<file path="src/rtl/oled_pwr_seq.sv">
// SSD1306 power-up/power-down sequencer driving oled_spi over an 8-bit WB master; muxes the CPU slave port onto the same bus.
// Latency: start_i/stop_i take effect next cycle; each master transfer is followed by >=1 idle cycle (or the programmed WAIT).
// Backpressure: master holds cyc/stb until m_ack_i; CPU cycles stall (no ack) while the sequencer owns the bus.
// Optional: OLED_SEQ_TIMEOUT_EN bounds SPSR polling to 4096 reads and adds an ERR state driving err_o.
module oled_pwr_seq #(
    parameter int unsigned T_VDD_CYC  = 100000,
    parameter int unsigned T_RES_CYC  = 1000,
    parameter int unsigned T_VBAT_CYC = 10000000,
    parameter logic [7:0]  SPCR_VAL   = 8'h50
) (
    input  logic       clk_i,
    input  logic       rst_i,
    input  logic       start_i,
    input  logic       stop_i,
    output logic       busy_o,
    output logic       ready_o,
    output logic       err_o,
    input  logic       s_cyc_i,
    input  logic       s_stb_i,
    input  logic       s_we_i,
    input  logic [2:0] s_adr_i,
    input  logic [7:0] s_dat_i,
    output logic [7:0] s_dat_o,
    output logic       s_ack_o,
    output logic       m_cyc_o,
    output logic       m_stb_o,
    output logic       m_we_o,
    output logic [2:0] m_adr_o,
    output logic [7:0] m_dat_o,
    input  logic [7:0] m_dat_i,
    input  logic       m_ack_i
);
    localparam logic [2:0] ST_OFF   = 3'd0;
    localparam logic [2:0] ST_PWRUP = 3'd1;
    localparam logic [2:0] ST_ON    = 3'd2;
    localparam logic [2:0] ST_PWRDN = 3'd3;
`ifdef OLED_SEQ_TIMEOUT_EN
    localparam logic [2:0] ST_ERR   = 3'd4;
`endif
    localparam logic [1:0] PH_IDLE = 2'd0;
    localparam logic [1:0] PH_GAP  = 2'd1;
    localparam logic [1:0] PH_BUS  = 2'd2;
    // Step kinds: plain register write, SEND(byte), WAIT(selector), END(target state)
    localparam logic [1:0] K_WR   = 2'd0;
    localparam logic [1:0] K_SEND = 2'd1;
    localparam logic [1:0] K_WAIT = 2'd2;
    localparam logic [1:0] K_END  = 2'd3;
    localparam logic [4:0] PC_OFF = 5'd21;
`ifdef OLED_SEQ_TIMEOUT_EN
    localparam logic [4:0] PC_ERR = 5'd26;
`endif

    // Step ROM word: {kind[1:0], adr[2:0], dat[7:0]}
    function automatic logic [12:0] rom(input logic [4:0] idx);
        case (idx)
            5'd0:  rom = {K_WR,   3'd5, 8'h0F};
            5'd1:  rom = {K_WR,   3'd0, SPCR_VAL};
            5'd2:  rom = {K_WR,   3'd5, 8'h06};
            5'd3:  rom = {K_WAIT, 3'd0, 8'h00};
            5'd4:  rom = {K_SEND, 3'd0, 8'hAE};
            5'd5:  rom = {K_WR,   3'd5, 8'h04};
            5'd6:  rom = {K_WAIT, 3'd0, 8'h01};
            5'd7:  rom = {K_WR,   3'd5, 8'h06};
            5'd8:  rom = {K_WAIT, 3'd0, 8'h01};
            5'd9:  rom = {K_SEND, 3'd0, 8'h8D};
            5'd10: rom = {K_SEND, 3'd0, 8'h14};
            5'd11: rom = {K_SEND, 3'd0, 8'hD9};
            5'd12: rom = {K_SEND, 3'd0, 8'hF1};
            5'd13: rom = {K_WR,   3'd5, 8'h02};
            5'd14: rom = {K_WAIT, 3'd0, 8'h02};
            5'd15: rom = {K_SEND, 3'd0, 8'hA1};
            5'd16: rom = {K_SEND, 3'd0, 8'hC8};
            5'd17: rom = {K_SEND, 3'd0, 8'hDA};
            5'd18: rom = {K_SEND, 3'd0, 8'h20};
            5'd19: rom = {K_SEND, 3'd0, 8'hAF};
            5'd20: rom = {K_END,  3'd0, 8'h01};
            5'd21: rom = {K_SEND, 3'd0, 8'hAE};
            5'd22: rom = {K_WR,   3'd5, 8'h06};
            5'd23: rom = {K_WAIT, 3'd0, 8'h02};
            5'd24: rom = {K_WR,   3'd5, 8'h0F};
            5'd25: rom = {K_END,  3'd0, 8'h00};
`ifdef OLED_SEQ_TIMEOUT_EN
            5'd26: rom = {K_WR,   3'd5, 8'h0F};
            5'd27: rom = {K_END,  3'd0, 8'h02};
`endif
            default: rom = {K_END, 3'd0, 8'h00};
        endcase
    endfunction

    // Gap-counter load for a WAIT step; a zero wait still leaves the one mandatory idle cycle
    function automatic logic [31:0] wait_load(input logic [10:0] sel);
        logic [31:0] n;
        case (sel)
            11'd0:   n = T_VDD_CYC;
            11'd1:   n = T_RES_CYC;
            11'd2:   n = T_VBAT_CYC;
            default: n = 32'd0;
        endcase
        wait_load = (n == 32'd0) ? 32'd1 : n;
    endfunction

    logic [2:0]  state_q, state_d;
    logic [1:0]  phase_q, phase_d;
    logic [4:0]  pc_q, pc_d;
    logic [1:0]  sstep_q, sstep_d;   // SEND sub-step: 0 SPDR write, 1 SPSR poll, 2 SPIF clear
    logic [31:0] cnt_q, cnt_d;       // idle cycles remaining before the next step
    logic        pend_q, pend_d;     // stop requested during power-up
    logic        grant_q, grant_d;   // 1 = sequencer owns the slave bus
`ifdef OLED_SEQ_TIMEOUT_EN
    logic        err_q, err_d;
    logic [11:0] poll_q, poll_d;
`endif
    logic [12:0] op, nxt_op;
    logic        seq_cyc, seq_we;
    logic [2:0]  seq_adr;
    logic [7:0]  seq_dat;

    assign op     = rom(pc_q);
    assign nxt_op = rom(pc_q + 5'd1);
    assign busy_o  = (state_q == ST_PWRUP) || (state_q == ST_PWRDN);
    assign ready_o = (state_q == ST_ON);
`ifdef OLED_SEQ_TIMEOUT_EN
    assign err_o = err_q;
`else
    assign err_o = 1'b0;
`endif

    // Next-state: arbitration, command stepping, SEND handshake and END dispatch
    always_comb begin
        state_d = state_q;
        phase_d = phase_q;
        pc_d    = pc_q;
        sstep_d = sstep_q;
        cnt_d   = cnt_q;
        pend_d  = pend_q;
        grant_d = grant_q;
`ifdef OLED_SEQ_TIMEOUT_EN
        err_d   = err_q;
        poll_d  = poll_q;
`endif
        // Take the bus only between CPU cycles; hand it back once our own cycle is closed
        if (busy_o) begin
            if (!s_cyc_i) grant_d = 1'b1;
        end else if (phase_q != PH_BUS) begin
            grant_d = 1'b0;
        end

        case (state_q)
            ST_OFF: begin
                if (start_i) begin
                    state_d = ST_PWRUP;
                    pc_d    = 5'd0;
                    phase_d = PH_GAP;
                    cnt_d   = 32'd1;
                    sstep_d = 2'd0;
                    pend_d  = stop_i;
                end
            end
            ST_ON: begin
                if (stop_i) begin
                    state_d = ST_PWRDN;
                    pc_d    = PC_OFF;
                    phase_d = PH_GAP;
                    cnt_d   = 32'd1;
                    sstep_d = 2'd0;
                end
            end
`ifdef OLED_SEQ_TIMEOUT_EN
            ST_ERR: begin
                if (start_i) begin
                    state_d = ST_PWRUP;
                    err_d   = 1'b0;
                    pc_d    = 5'd0;
                    phase_d = PH_GAP;
                    cnt_d   = 32'd1;
                    sstep_d = 2'd0;
                    pend_d  = stop_i;
                end
            end
`endif
            ST_PWRUP, ST_PWRDN: begin
                if ((state_q == ST_PWRUP) && stop_i) pend_d = 1'b1;
                case (phase_q)
                    PH_GAP: begin
                        if (cnt_q > 32'd1) begin
                            cnt_d = cnt_q - 32'd1;
                        end else if (grant_q) begin
                            case (op[12:11])
                                K_END: begin
                                    pend_d  = 1'b0;
                                    phase_d = PH_IDLE;
                                    if (op[7:0] == 8'h01) begin
                                        if (pend_q || stop_i) begin
                                            state_d = ST_PWRDN;
                                            pc_d    = PC_OFF;
                                            phase_d = PH_GAP;
                                            cnt_d   = 32'd1;
                                        end else begin
                                            state_d = ST_ON;
                                        end
`ifdef OLED_SEQ_TIMEOUT_EN
                                    end else if (op[7:0] == 8'h02) begin
                                        state_d = ST_ERR;
                                        err_d   = 1'b1;
`endif
                                    end else begin
                                        state_d = ST_OFF;
                                    end
                                end
                                K_WAIT: begin
                                    pc_d  = pc_q + 5'd1;
                                    cnt_d = wait_load(op[10:0]);
                                end
                                default: phase_d = PH_BUS;
                            endcase
                        end
                    end
                    PH_BUS: begin
                        if (m_ack_i) begin
                            phase_d = PH_GAP;
                            cnt_d   = 32'd1;
                            if ((op[12:11] == K_SEND) && (sstep_q != 2'd2)) begin
                                if (sstep_q == 2'd0) begin
                                    sstep_d = 2'd1;
`ifdef OLED_SEQ_TIMEOUT_EN
                                    poll_d  = 12'd0;
`endif
                                end else if (m_dat_i[7]) begin
                                    sstep_d = 2'd2;
                                end else begin
`ifdef OLED_SEQ_TIMEOUT_EN
                                    if (poll_q == 12'hFFF) begin
                                        pc_d    = PC_ERR;
                                        sstep_d = 2'd0;
                                    end else begin
                                        poll_d = poll_q + 12'd1;
                                    end
`endif
                                end
                            end else begin
                                // Step finished; fold a following WAIT into this gap so it costs exactly N idle cycles
                                sstep_d = 2'd0;
                                if (nxt_op[12:11] == K_WAIT) begin
                                    pc_d  = pc_q + 5'd2;
                                    cnt_d = wait_load(nxt_op[10:0]);
                                end else begin
                                    pc_d = pc_q + 5'd1;
                                end
                            end
                        end
                    end
                    default: ;
                endcase
            end
            default: ;
        endcase
    end

    // Sequencer-side master cycle contents for the current step
    always_comb begin
        seq_cyc = (phase_q == PH_BUS);
        seq_we  = 1'b0;
        seq_adr = 3'd0;
        seq_dat = 8'h00;
        if (seq_cyc) begin
            if (op[12:11] == K_SEND) begin
                case (sstep_q)
                    2'd0:    begin seq_we = 1'b1; seq_adr = 3'd2; seq_dat = op[7:0]; end
                    2'd1:    begin seq_we = 1'b0; seq_adr = 3'd1; end
                    default: begin seq_we = 1'b1; seq_adr = 3'd1; seq_dat = 8'h80; end
                endcase
            end else begin
                seq_we  = 1'b1;
                seq_adr = op[10:8];
                seq_dat = op[7:0];
            end
        end
    end

    // Bus mux: sequencer when granted, otherwise combinational CPU pass-through (quiet during reset)
    always_comb begin
        m_cyc_o = 1'b0;
        m_stb_o = 1'b0;
        m_we_o  = 1'b0;
        m_adr_o = 3'd0;
        m_dat_o = 8'h00;
        s_dat_o = 8'h00;
        s_ack_o = 1'b0;
        if (grant_q) begin
            m_cyc_o = seq_cyc;
            m_stb_o = seq_cyc;
            m_we_o  = seq_we;
            m_adr_o = seq_adr;
            m_dat_o = seq_dat;
        end else if (!rst_i) begin
            m_cyc_o = s_cyc_i;
            m_stb_o = s_stb_i;
            m_we_o  = s_we_i;
            m_adr_o = s_adr_i;
            m_dat_o = s_dat_i;
            s_dat_o = m_dat_i;
            s_ack_o = m_ack_i;
        end
    end

    // State registers; reset aborts any sequence and returns the bus to the CPU
    always_ff @(posedge clk_i or posedge rst_i) begin
        if (rst_i) begin
            state_q <= ST_OFF;
            phase_q <= PH_IDLE;
            pc_q    <= 5'd0;
            sstep_q <= 2'd0;
            cnt_q   <= 32'd0;
            pend_q  <= 1'b0;
            grant_q <= 1'b0;
`ifdef OLED_SEQ_TIMEOUT_EN
            err_q   <= 1'b0;
            poll_q  <= 12'd0;
`endif
        end else begin
            state_q <= state_d;
            phase_q <= phase_d;
            pc_q    <= pc_d;
            sstep_q <= sstep_d;
            cnt_q   <= cnt_d;
            pend_q  <= pend_d;
            grant_q <= grant_d;
`ifdef OLED_SEQ_TIMEOUT_EN
            err_q   <= err_d;
            poll_q  <= poll_d;
`endif
        end
    end
endmodule

</file>
<file path="config.mk">
export PLATFORM = sky130hd
export DESIGN_NAME = oled_pwr_seq
export DESIGN_NICKNAME = d
export VERILOG_FILES = /design/src/rtl/oled_pwr_seq.sv
export SDC_FILE = /design/constraint.sdc
export NUM_CORES = 1
export LEC_CHECK = 0
export CORE_MARGIN = 3
export CORE_UTILIZATION = 53
export CTS_BUF_LIST = sky130_fd_sc_hd__clkbuf_4
export CTS_CLUSTER_DIAMETER = 40
export DETAILED_ROUTE_END_ITERATION = 8
export GPL_TIMING_DRIVEN = 1
export PLACE_DENSITY = 0.79
export SYNTH_ARGS = -nofsm -noshare
export SYNTH_HDL_FRONTEND = slang
export SYNTH_SLANG_ARGS = --single-unit
</file>
<file path="constraint.sdc">
create_clock -name clk_i -period 3.15 [get_ports clk_i]
set_input_delay 0.315 -clock clk_i [delete_from_list [all_inputs] [get_ports clk_i]]
set_output_delay 0.315 -clock clk_i [all_outputs]
set_load 0.02 [all_outputs]
</file>
==> impl_metrics.json <==
{
  "fin_crit_ns": 3.13,
  "clock_skew_ns": 0.0200,
  "num_io_pins": 53,
  "ant_nets": 0,
  "cts.sinks": 45,
  "p_clk_share_pct": 5.6,
  "grt_use_met2_pct": 43.6,
  "synth_top_family_by_area": "compound AO/OA/AOI/OAI gates",
  "dr.pass1.iters": 5,
  "syn_area_sq_um": 4370,
  "grt-ovfl-total": 0,
  "vias": 5012,
  "avgRoutedWirePerCell_microns": 18.5,
  "setup.worst_path.start_class": "flop",
  "cpPeakStageDelay_ns": 0.55,
  "critPathMaxFanout": 5,
  "initial_utilization_pct": 55.7,
  "path_cells": "or4_4, or3_1, or4_4, nor2_4, o2bb2ai_1, or2_1, buf_4, a32o_1, a22o_1",
  "fp.dieH_microns": 96.8,
  "status": "finished clean",
  "synth_compound_area_share_pct": 30.1,
  "drc": 0,
  "cts_tree": "built",
  "fin_crit_sh_pct": 99.3,
  "place_congestion": 1.01,
  "synth.area.mux_share_pct": 4.35,
  "path_buf_inv": 1,
  "synth.area.top_cells": "dfrtp_1 26%, o21ai_0 6.4%, ha_1 6.0%",
  "synth_xor_area_share_pct": 0.601,
  "yosysWarnings": 0,
  "synthesis.nets": 621,
  "totalWireLength_microns": 14200,
  "grt.total_usage_pct": 28.5,
  "power.density_nw_per_um2": 1180,
  "seqPwrFrac_pct": 15.1,
  "die_w_microns": 96.8,
  "synth_area_per_cell_sq_um": 7.63,
  "hold_class": "primary input to asynchronous set/reset pin",
  "crit_required_ns": 3.42,
  "finalHoldViolations": 0,
  "clkSlewWorstSetupHoldPaths_ns": 0.15,
  "end_kind": "flop",
  "fin_nets": 713,
  "synth-seq-cells": 45,
  "synth-simple-area-share_pct": 27.5,
  "io_buffers": 51,
  "combPwrFrac_pct": 79.3,
  "drt_iter0_drc": 515,
  "fmax_mhz": 320,
  "leakage_nw": 2.34,
  "grt_pass1_vias": 4481,
  "worst_skew_pair.late_latency_ns": 0.37,
  "grt_util_met3_pct": 5.19,
  "slew_headroom_pct": 39.3,
  "setup_ws_ns": 0.0217,
  "post-dp-hpwl_microns": 10600,
  "ys_seq_area_share_pct": 25.8,
  "dp_slack_ns": -0.0477,
  "top_usage_layer": "met2",
  "cts_root_buf": "clkbuf_4",
  "setup_viol": 0,
  "yosys.area.top_type": "dfrtp_1",
  "critPathTopFamily": "simple AND/OR/NAND/NOR gates",
  "clk_path_buf_depth": 2,
  "critPathMostFrequentCell": "or4_4",
  "grt_max_degree": 33,
  "coreArea_sq_um": 7850,
  "nFillCells": 629,
  "synth_edf_count": 0,
  "ys_async_sr_fraction_pct": 100,
  "p_sw_mw": 3.47,
  "maxCapViolCount": 0,
  "p_int_mw": 3.16,
  "slew_viol_final": 0,
  "p_sw_share_pct": 52.4,
  "ir_drop_mv": 0.694,
  "via_per_inst": 6.53,
  "floorplan.rows": 32,
  "hold_buffers": 0,
  "grt_first_pass_wirelength_microns": 22600,
  "syn_inst": 573,
  "rsz0062_at_grt": "true",
  "slowest_stage": "or4_4",
  "synthAdderAreaFrac_pct": 6.01,
  "arrival_ns": 3.39,
  "cts_buffers": 5,
  "dieArea_sq_um": 9370,
  "p_total_mw": 6.63,
  "synthFlopType": "dfrtp_1",
  "drive_gt1_share_pct": 21.2,
  "antenna_found_initial": 0,
  "synth_cell_types": 79,
  "r2r_cells": 9,
  "syn_to_final_growth_pct": 28.5,
  "cp.depth": 9,
  "tightest_slew_ns": 0.904,
  "met1_usage_pct": 42.0,
  "synth_top_area_share_pct": 25.8,
  "path_class": "flop to flop",
  "htree_levels": 2,
  "antenna_cells": 0
}
-- cell families after synthesis --
| group | count (synthesis) |
|---|---|
| AO/OA/AOI/OAI | 195 |
| XOR/XNOR | 3 |
| adder cells (fa/ha/maj) | 21 |
| buffers and inverters | 57 |
| flip-flops | 45 |
| multiplexers | 16 |
| other | 1 |
| AND/OR/NAND/NOR | 235 |
-- worst paths after layout --
path | start | to | slack (ns)
worst min-delay path | rst_i | pc_q[2] | 0.36
min in group clk_i | cnt_q[14] | cnt_q[14] | 0.50
worst min register to register | cnt_q[14] | cnt_q[14] | 0.50
worst max-delay path | cnt_q[17] | cnt_q[8] | 0.02
worst max register to register | cnt_q[17] | cnt_q[8] | 0.02
max in group asynchronous | rst_i | state_q[0] | 2.00
-- flip-flops by register name (all words and copies together) (netlist names), named ones only --
signal	flops
sstep_q	2
pc_q	5
state_q	1
phase_q	2
grant_q	1
cnt_q	32
pend_q	1
-- power groups by stage --
stage / sequential [mW] / clock (mW) / combinational (mW)
final: 1.00 / 0.371 / 5.26
after global routing: 1.03 / 0.398 / 5.65
after CTS: 0.984 / 0.371 / 4.93
after detailed placement: 0.992 / 0 / 4.91
after global placement: 0.987 / 0 / 4.81
after floorplan: 0.928 / 0 / 3.19
-- metrics by stage --
| stage | cell area, sq um | utilization, % | TNS [ns] | hold slack [ns] | std cells |
|---|---|---|---|---|---|
| after global routing | 5620 | 71.6 | -0.236 | 0.385 | 768 |
| final | 5620 | 71.6 | 0 | 0.359 | 768 |
| after global placement | 5400 | 68.9 | 0 | 0.474 | 754 |
| after floorplan | 4420 | - | -0.0262 | 0.411 | 573 |
| after CTS | 5510 | 70.2 | 0 | 0.373 | 763 |
| after detailed placement | 5400 | 68.9 | -0.251 | 0.485 | 754 |
-- placed cells by master (no fill, tap or decap), drive strengths merged, types with 11 or more instances in the layout --
cell type / netlist / layout
nand2b: 11 / 11
nor2: 68 / 68
nand3: 17 / 17
and2: 16 / 16
o31ai: 13 / 13
ha: 21 / 21
dfrtp: 45 / 45
a21oi: 28 / 28
o21ai: 63 / 63
buf: 10 / 72
clkdlybuf4s50: 0 / 39
nor3: 21 / 21
inv: 19 / 18
nand2: 51 / 51
-- synth_stat cells, types with 4 or more instances --
| cell type | number |
|---|---|
| clkbuf_1 | 28 |
| nor3_1 | 21 |
| nand3_1 | 17 |
| and3_1 | 4 |
| o21ai_1 | 5 |
| dfrtp_1 | 45 |
| mux2_2 | 4 |
| and2_1 | 16 |
| nor4_1 | 8 |
| nand2_1 | 51 |
| nor2b_1 | 6 |
| buf_2 | 6 |
| o21a_1 | 4 |
| o22ai_1 | 5 |
| nand3b_1 | 4 |
| a32o_1 | 4 |
| nand2b_1 | 11 |
| o32ai_1 | 6 |
| inv_1 | 18 |
| o21ai_0 | 56 |
| nor2_1 | 66 |
| a22o_1 | 7 |
| ha_1 | 21 |
| mux2i_1 | 10 |
| a31oi_1 | 10 |
| o31ai_1 | 13 |
| a41oi_1 | 4 |
| a21oi_1 | 28 |
| o41ai_1 | 7 |
| a21o_1 | 5 |
-- metal layers --
metal  part of all wire, %  up-vias
met4                   1.4        0
met3                    11       23
met2                    44      311
li1                      -     2322
met1                    44     2356
met5                     0        -
-- layout make-up --
class | instances | area, sq um | area share (%)
sequential | 45 | 1130 | 20.1
inverter | 19 | 71.3 | 1.27
clock inverter | 3 | 41.3 | 0.735
tap | 102 | 128 | 2.27
clock buffer | 5 | 37.5 | 0.668
timing repair buffer | 123 | 1050 | 18.7
multi-input combinational | 471 | 3160 | 56.3
-- timing repair --
item                                    in CTS  in global routing
buffers inserted                             1                  5
pin swaps                                    2                  6
gates cloned                                 0                  0
endpoints found under the setup margin      35                 46
gates resized for setup                     20                 38
Note: power is estimated with default switching activity, not from simulation.
